`config.mk`:
```
export PLATFORM = sky130hd
export DESIGN_NAME = regfile_sb
export DESIGN_NICKNAME = d
export VERILOG_FILES = /design/src/rtl/regfile_pkg.sv /design/src/rtl/regfile_scoreboard.sv /design/src/rtl/regfile_sb.sv
export SDC_FILE = /design/constraint.sdc
export NUM_CORES = 2
export LEC_CHECK = 0
export CAP_MARGIN = 40
export CORE_MARGIN = 3
export CORE_UTILIZATION = 50
export CTS_BUF_LIST = sky130_fd_sc_hd__clkbuf_16
export CTS_CLUSTER_DIAMETER = 150
export DETAILED_ROUTE_END_ITERATION = 10
export PLACE_DENSITY = 0.69
export SETUP_SLACK_MARGIN = 0.5
export SYNTH_ARGS = -nofsm -noshare
export SYNTH_HDL_FRONTEND = slang
export SYNTH_HIERARCHICAL = 1
export SYNTH_SLANG_ARGS = --single-unit
```
`constraint.sdc`:
```
create_clock -name clk -period 6.4 [get_ports clk]
set_input_delay 0.64 -clock clk [delete_from_list [all_inputs] [get_ports clk]]
set_output_delay 0.64 -clock clk [all_outputs]
set_load 0.005 [all_outputs]
```
`src/rtl/regfile_pkg.sv`:
```
// Shared defaults and the address-width helper for the register file slice.
package regfile_pkg;

  localparam int unsigned XLEN_DEF  = 32;
  localparam int unsigned NREGS_DEF = 32;
  localparam int unsigned NRD_DEF   = 2;
  localparam int unsigned NWR_DEF   = 2;

  // Address width for a register count; never below one bit.
  function automatic int unsigned aw_of(input int unsigned nregs);
    return (nregs <= 2) ? 1 : $clog2(nregs);
  endfunction

endpackage

```
`src/rtl/regfile_scoreboard.sv`:
```
// Pending-write scoreboard: one busy bit per register plus a registered population count.
module regfile_scoreboard
  import regfile_pkg::*;
#(
  parameter  int unsigned NREGS = NREGS_DEF,
  parameter  int unsigned NWR   = NWR_DEF,
  localparam int unsigned AW    = aw_of(NREGS),
  localparam int unsigned CW    = AW + 1
) (
  input  logic                    clk,
  input  logic                    rst_n,
  input  logic [NWR-1:0]          wcommit_i,
  input  logic [NWR-1:0][AW-1:0]  waddr_i,
  input  logic                    iss_valid_i,
  input  logic [AW-1:0]           iss_rd_i,
  input  logic                    flush_i,
  output logic [NREGS-1:0]        busy_o,
  output logic                    iss_ready_c,
  output logic [CW-1:0]           busy_cnt_o
);

  logic [NREGS-1:0] busy_q;
  logic [NREGS-1:0] busy_d;
  logic [CW-1:0]    cnt_q;
  logic [CW-1:0]    cnt_d;
  logic             issue_acc_c;

  // Issue handshake; only stored state is consulted, a same-cycle write is not forwarded.
  always_comb begin
    iss_ready_c = (iss_rd_i == '0) || !busy_q[iss_rd_i];
    issue_acc_c = iss_valid_i && iss_ready_c && (iss_rd_i != '0);
  end

  // Next busy vector: write clears, then issue set (set wins), then flush clears everything.
  always_comb begin
    busy_d = busy_q;
    for (int i = 0; i < int'(NWR); i++) begin
      if (wcommit_i[i]) begin
        busy_d[waddr_i[i]] = 1'b0;
      end
    end
    if (issue_acc_c) begin
      busy_d[iss_rd_i] = 1'b1;
    end
    if (flush_i) begin
      busy_d = '0;
    end
    busy_d[0] = 1'b0;
  end

  // Population count of the next busy vector so the count lands on the same edge.
  always_comb begin
    cnt_d = '0;
    for (int k = 0; k < int'(NREGS); k++) begin
      cnt_d = cnt_d + CW'(busy_d[k]);
    end
  end

  // Scoreboard state registers.
  always_ff @(posedge clk or negedge rst_n) begin
    if (!rst_n) begin
      busy_q <= '0;
      cnt_q  <= '0;
    end else begin
      busy_q <= busy_d;
      cnt_q  <= cnt_d;
    end
  end

  assign busy_o     = busy_q;
  assign busy_cnt_o = cnt_q;

endmodule

```
`src/rtl/regfile_sb.sv`:
```
// Multi-ported register file with write forwarding and a pending-write scoreboard.
module regfile_sb
  import regfile_pkg::*;
#(
  parameter  int unsigned XLEN   = XLEN_DEF,
  parameter  int unsigned NREGS  = NREGS_DEF,
  parameter  int unsigned NRD    = NRD_DEF,
  parameter  int unsigned NWR    = NWR_DEF,
  parameter  bit          BYPASS = 1'b1,
  localparam int unsigned AW     = aw_of(NREGS)
) (
  input  logic                     clk,
  input  logic                     rst_n,
  input  logic [NWR-1:0]           we,
  input  logic [NWR-1:0][AW-1:0]   waddr,
  input  logic [NWR-1:0][XLEN-1:0] wdata,
  input  logic [NRD-1:0][AW-1:0]   raddr,
  output logic [NRD-1:0][XLEN-1:0] rdata,
  output logic [NRD-1:0]           rbusy,
  input  logic                     iss_valid,
  input  logic [AW-1:0]            iss_rd,
  output logic                     iss_ready,
  input  logic                     flush,
  output logic [AW:0]              busy_cnt
);

  logic [NREGS-1:0][XLEN-1:0] regs_q;
  logic [NREGS-1:0][XLEN-1:0] regs_d;
  logic [NWR-1:0]             wcommit_c;
  logic [NREGS-1:0]           busy_vec;

  // A write commits only when enabled and not aimed at the hardwired-zero register.
  always_comb begin
    wcommit_c = '0;
    for (int i = 0; i < int'(NWR); i++) begin
      wcommit_c[i] = we[i] && (waddr[i] != '0);
    end
  end

  // Next storage state; later ports overwrite earlier ones so the highest index wins.
  always_comb begin
    regs_d = regs_q;
    for (int i = 0; i < int'(NWR); i++) begin
      if (wcommit_c[i]) begin
        regs_d[waddr[i]] = wdata[i];
      end
    end
  end

  // Storage array; entry 0 is never written so it stays at its reset value of zero.
  always_ff @(posedge clk or negedge rst_n) begin
    if (!rst_n) begin
      regs_q <= '0;
    end else begin
      regs_q <= regs_d;
    end
  end

  // Combinational read ports with optional same-cycle forwarding (highest write port wins).
  always_comb begin
    rdata = '0;
    rbusy = '0;
    for (int j = 0; j < int'(NRD); j++) begin
      rdata[j] = regs_q[raddr[j]];
      rbusy[j] = busy_vec[raddr[j]];
      if (BYPASS) begin
        for (int i = 0; i < int'(NWR); i++) begin
          if (wcommit_c[i] && (waddr[i] == raddr[j])) begin
            rdata[j] = wdata[i];
            rbusy[j] = 1'b0;
          end
        end
      end
    end
  end

  regfile_scoreboard #(
    .NREGS (NREGS),
    .NWR   (NWR)
  ) u_scoreboard (
    .clk         (clk),
    .rst_n       (rst_n),
    .wcommit_i   (wcommit_c),
    .waddr_i     (waddr),
    .iss_valid_i (iss_valid),
    .iss_rd_i    (iss_rd),
    .flush_i     (flush),
    .busy_o      (busy_vec),
    .iss_ready_c (iss_ready),
    .busy_cnt_o  (busy_cnt)
  );

endmodule
```
### After elaboration in Yosys (flattened, before gate mapping)

Index checks and enable logic that the tools add are counted.

| storage, ports and cells | value |
|---|---|
| flip-flop bits (word level) | 1061 |
| bits of input ports | 95 |
| output and inout bits | 73 |
| logic and storage cells | 134 |

| operators by class | value |
|---|---|
| add/subtract/negate cells | 30 |
| order comparisons | 8 |
| equality and inequality tests | 4 |
| muxes and demuxes | 36 |
| bitwise gates (word level) | 5 |
| reduce and logical (&&, ||, !) cells | 17 |

Operator list:

| cell | number |
|---|---|
| 1024-bit bitwise mux | 2 |
| 1024-bit 2-to-1 mux | 2 |
| 32-bit 2-to-1 mux | 12 |
| 32-bit binary-select mux with 5-bit select | 2 |
| 32-bit demux with 5-bit select | 2 |
| 6-bit by 1-bit adder with 6-bit output | 29 |
| 32-bit AND | 2 |
| 32-bit inverter | 2 |
| 32-bit bitwise OR | 1 |
| 5-bit by 6-bit < comparator with 1-bit output (second input constant) | 5 |
| 5-bit equality test | 4 |
| 1-bit binary-select mux with 5-bit select | 3 |
| 1-bit demux with 5-bit select | 3 |
| 5-bit by 1-bit greater-or-equal comparator with 1-bit output (second input constant) | 3 |
| 5-bit nonzero test | 3 |
| 1-bit logical AND | 11 |
| 1-bit 2-to-1 mux | 10 |
| 5-bit logical NOT | 1 |
| 1-bit by 1-bit adder with 2-bit output | 1 |
| 1-bit logical NOT | 1 |
| 1-bit logical OR | 1 |

### Logic depth before layout (Yosys ltp)

| logic depth | value |
|---|---|
| depth in word-level cells | 42 |
| depth in mapped cells | 26 |
| depth with buffers taken out | 23 |

### By module

The synthesis kept the hierarchy.

Modules (own cells, without submodules):

| module | instances | cells an instance | area each (um^2) | sequential area each (um^2) |
|---|---|---|---|---|
| regfile_sb | 1 | 6170 | 64942.3 | 25624.6 |
| regfile_scoreboard | 1 | 337 | 3334.4 | 925.9 |

### Worst setup path after synthesis

OpenSTA, ideal clock, no wires.

| timing | value |
|---|---|
| path kind | in2reg |
| from | in waddr[2] (netlist name) |
| to | reg u_scoreboard.cnt_q[4] (netlist: u_scoreboard/busy_cnt_o[4]) |
| library setup time | 80 ps |
| arrival time | 7341 ps |
| slack | -1021 ps |
| cell stages on the path | 24 |
| buffers on the path | 3 |
| cells stage by stage | buf_2 > nor2_1 > a31oi_4 > clkbuf_1 > clkbuf_1 > or3b_2 > o22ai_1 > o32ai_1 > fa_1 > ha_1 > inv_1 > fa_1 > fa_1 > fa_1 > fa_1 > fa_1 > fa_1 > inv_1 > ha_1 > fa_1 > a21oi_1 > nor2_1 > nor2_1 > xnor2_1 |

| between the ends | value |
|---|---|
| elaborated cells between the ends (all ways) | 45 |
| those cells by class | 30 x add/sub; 2 x order compare; 6 x mux; 4 x bitwise; 3 x reduce/logical |

RTL lines:

| element | RTL line | RTL |
|---|---|---|
| start: declaration | regfile_sb.sv:15 | `input logic [NWR-1:0][AW-1:0] waddr,` |
| 5-bit nonzero test (*) | regfile_sb.sv:36 | `wcommit_c[i] = we[i] && (waddr[i] != '0);` |
| 1-bit logical AND (*) | regfile_sb.sv:36 |  |
| named net wcommit_c[0] | regfile_sb.sv:29 | `logic [NWR-1:0] wcommit_c;` |
| 32-bit 2-to-1 mux (*) | regfile_scoreboard.sv:38 | `if (wcommit_i[i]) begin` |
| 32-bit AND (no source line) | n/a |  |
| 32-bit 2-to-1 mux (*) | regfile_scoreboard.sv:38 |  |
| 32-bit bitwise OR (no source line) | n/a |  |
| 32-bit 2-to-1 mux (*) | regfile_scoreboard.sv:42 | `if (issue_acc_c) begin` |
| 32-bit 2-to-1 mux (*) | regfile_scoreboard.sv:45 | `if (flush_i) begin` |
| named net u_scoreboard.busy_d[4] | regfile_scoreboard.sv:23 | `logic [NREGS-1:0] busy_d;` |
| 6-bit by 1-bit adder with 6-bit output (*) (28 in series) | regfile_scoreboard.sv:55 | `cnt_d = cnt_d + CW'(busy_d[k]);` |
| named net u_scoreboard.cnt_d[4] | regfile_scoreboard.sv:25 | `logic [CW-1:0] cnt_d;` |
| end signal: assignment | regfile_scoreboard.sv:66 | `cnt_q <= cnt_d;` |
| end: declaration | regfile_scoreboard.sv:24 | `logic [CW-1:0] cnt_q;` |

The timed path passes the listed nets; every way through them passes the cells marked *.

### Worst setup path in the final report

| timing | value |
|---|---|
| from | in waddr[6] (netlist name) |
| to | reg u_scoreboard.cnt_q[4] (netlist: u_scoreboard/busy_cnt_o[4]) |

| between the ends | value |
|---|---|
| elaborated cells between the ends (all ways) | 43 |
| those cells by class | 30 x add/sub; 2 x order compare; 5 x mux; 3 x bitwise; 3 x reduce/logical |

RTL lines:

| element | RTL line |
|---|---|
| 5-bit nonzero test (*) | regfile_sb.sv:36 |
| 1-bit logical AND (*) | regfile_sb.sv:36 |
| named net wcommit_c[1] | regfile_sb.sv:29 |
| 32-bit 2-to-1 mux (*) | regfile_scoreboard.sv:38 |
| 32-bit bitwise OR (no source line) | n/a |
| 32-bit 2-to-1 mux (*) | regfile_scoreboard.sv:42 |
| 32-bit 2-to-1 mux (*) | regfile_scoreboard.sv:45 |
| named net u_scoreboard.busy_d[2] | regfile_scoreboard.sv:23 |
| 1-bit by 1-bit adder with 2-bit output (*) | regfile_scoreboard.sv:55 |
| 6-bit by 1-bit adder with 6-bit output (*) (29 in series) | regfile_scoreboard.sv:55 |
| named net u_scoreboard.cnt_d[4] | regfile_scoreboard.sv:25 |

Marked as above.

==> out/qor.yml <==
worstRegToRegCells: 21
p_leak_nw: 32.4
layout_commonest_cell: "dfrtp_1"
slew_headroom: 0.292
nets: 6444
met1_length_mm: 98.7
dieHeight_um: 376
finalClockSkew_ns: 0.0237
grt_remaining_overflow: 0
post-route-util: 0.574
setup-violations-final: 0
routed-via-count: 59300
fin_area_um2: 77200
cts_tree: "yes"
worstHoldPathType: "reg2reg"
clock-sinks: 1061
drv_slew: 0
critical_path_required_ns: 7.09
io_pins: 168
critPathCaptureType: "register"
ys_ff_latch: 1061
dpl_cell_area_um2: 73000
yosys.cell_types.count: 87
async_flop_share: 1.00
rsz0062_at_grt: "true"
initial_utilization: 0.508
fmaxAchievable_mhz: 160
antenna_found_initial: 13
drc: 0
wl_met3_mm: 41.7
setup_slack_ns: 0.158
finalSetupTns_ns: 0
track_usage: 0.387
dr.max_layer_used: "met5"
drtAntennaViolNets: 0
port-buffer-count: 167
routed_wl_mm: 279
htree_levels: 3
synth-edff-count: 0
insertion_delay_ns: 0.77
status: "finished, final reports clean"
fin_crit_sh: 0.975
fp.coreArea_um2: 134000
place_inst: 7945
synth_area_per_cell_um2: 10.5
grt_pass1_wl_mm: 401
die_area_um2: 141000
drive_above_1_share: 0.201
wl_met2_mm: 117
hold_viol: 0
via_per_inst: 7.24
maxCapViolCount: 0
yosys_most_used_dff: "dfrtp_1"
cts.path.max_buffers: 3
drtIter0Drc: 9784
wl_per_cell_um: 34.1
syn2layout_area_growth_pct: 13.1
crit_path_start_kind: "primary input"
globalplace.congestion: 0.922
syn-instance-count: 6507
synth_area_um2: 68300
vdd_drop_max_mv: 0.246
holdWs_ns: 0.395
place_ws_ns: -1.10
worstPathArrival_ns: 6.93
fin_cells: 8184
period_minus_slack_ns: 6.24
cts_made_buffers: 116
synth_seq_area_share: 0.389
min_path_cells: 0
cp_max_fo: 5
dieWidth_um: 376
cts_root_buf: "clkbuf_16"
path_clk_slew_ns: 0.06
first_pass_iters: 8
syn_nets: 6639
mostFrequentLayoutCells: "dfrtp_1, mux2i_1, nand2_1"
power_mw: 22.8
rows: 134
yosys_warnings: 6
grt_pass1_vias: 57400
power_density_nw_per_um2: 295
tightestPinTransition_ns: 1.06
grt_max_degree: 174
hpwl_mm: 164
crit_type: "in2reg"
-- critical path: stages --
cell and delay (ns):
clkdlybuf4s50_1 0.50, o31a_4 0.39, and3b_1 0.19, a22oi_2 0.23, nand3_2 0.12, o41ai_4 0.08
fa_1 0.50, ha_4 0.29, inv_2 0.04, fa_1 0.46, fa_2 0.56, fa_1 0.43
fa_1 0.52, fa_1 0.43, fa_1 0.50, inv_2 0.05, ha_4 0.16, fa_2 0.35
a21oi_2 0.14, nor2_1 0.05, nor2_1 0.13, xnor2_1 0.14
-- sequential cells by signal (all words and copies together), names as in the netlist --
register / count
u_scoreboard/busy_o: 31
u_scoreboard/busy_cnt_o: 6
regs_q: 1024
-- final cells by class --
cell class | instances | area [um2]
Inverter | 39 | 146
Sequential cell | 1061 | 26600
Clock inverter | 101 | 1040
Tap cell | 1768 | 2210
Timing Repair Buffer | 552 | 5770
Multi-Input combinational cell | 4542 | 38600
Antenna cell | 5 | 12.5
Fill cell | 11000 | 57300
Clock buffer | 116 | 2900
-- timing repair --
action,in CTS,in global routing
pin swaps,24,10
endpoints found under the hold margin,57,0
setup endpoints to repair,6,5
resized for setup,43,1
setup buffers,13,2
hold buffers,1,0
-- final timing paths --
check | slack, ns | from | end
max reg2reg | 0.16 | u_scoreboard/busy_o[8]$_DFF_PN0_ | u_scoreboard/busy_cnt_o[4]$_DFF_PN0_
min | 0.39 | regs_q[12]$_DFF_PN0_ | regs_q[12]$_DFF_PN0_
min in group asynchronous | 0.44 | rst_n | u_scoreboard/busy_o[22]$_DFF_PN0_
min reg2reg | 0.39 | regs_q[12]$_DFF_PN0_ | regs_q[12]$_DFF_PN0_
max | 0.16 | waddr[6] | u_scoreboard/busy_cnt_o[4]$_DFF_PN0_
max in group asynchronous | 4.41 | rst_n | regs_q[22]$_DFF_PN0_
-- layer usage --
layer | vias to the layer above | GRT usage
li1 | 23700 | -
met1 | 28900 | 0.502
met2 | 5223 | 0.546
met3 | 1341 | 0.143
met4 | 14 | 0.250
met5 | - | 0
-- cell families (layout without fill, tap and decap cells) --
logic type               Yosys count  count (layout)  share of synthesized area
buffers and inverters            904             808                     0.0566
AND/OR/NAND/NOR                 1514            1514                     0.0964
multiplexers                    1399            1399                      0.302
flip-flops                      1061            1061                      0.389
other                              1               6                  0.0000549
AO/OA/AOI/OAI                   1568            1568                      0.144
adder cells (fa/ha/maj)           37              37                    0.00942
XOR/XNOR                          23              23                    0.00295
-- synthesized netlist by cell type, types with 36 or more instances --
cell type | n | share of area
buf_4 | 41 | 0.0045
buf_1 | 53 | 0.0029
o21ai_0 | 554 | 0.041
clkbuf_2 | 36 | 0.0026
a22oi_1 | 128 | 0.014
mux4_2 | 524 | 0.17
nor2_1 | 532 | 0.029
a32oi_1 | 162 | 0.021
buf_2 | 163 | 0.012
a221oi_1 | 58 | 0.0074
a22o_1 | 59 | 0.0076
mux2i_1 | 857 | 0.13
clkbuf_1 | 563 | 0.031
nor3_1 | 49 | 0.0036
dfrtp_1 | 1061 | 0.39
a21oi_1 | 460 | 0.034
nand3_1 | 57 | 0.0042
inv_1 | 36 | 0.0020
nand2_1 | 693 | 0.038
-- where the power goes --
group / switching (mW) / internal (mW)
combinational: 2.77 / 3.14
clock: 3.09 / 4.07
sequential: 1.33 / 8.37
total: 7.18 / 15.6
No activity file was read; power rests on OpenSTA's default activity.
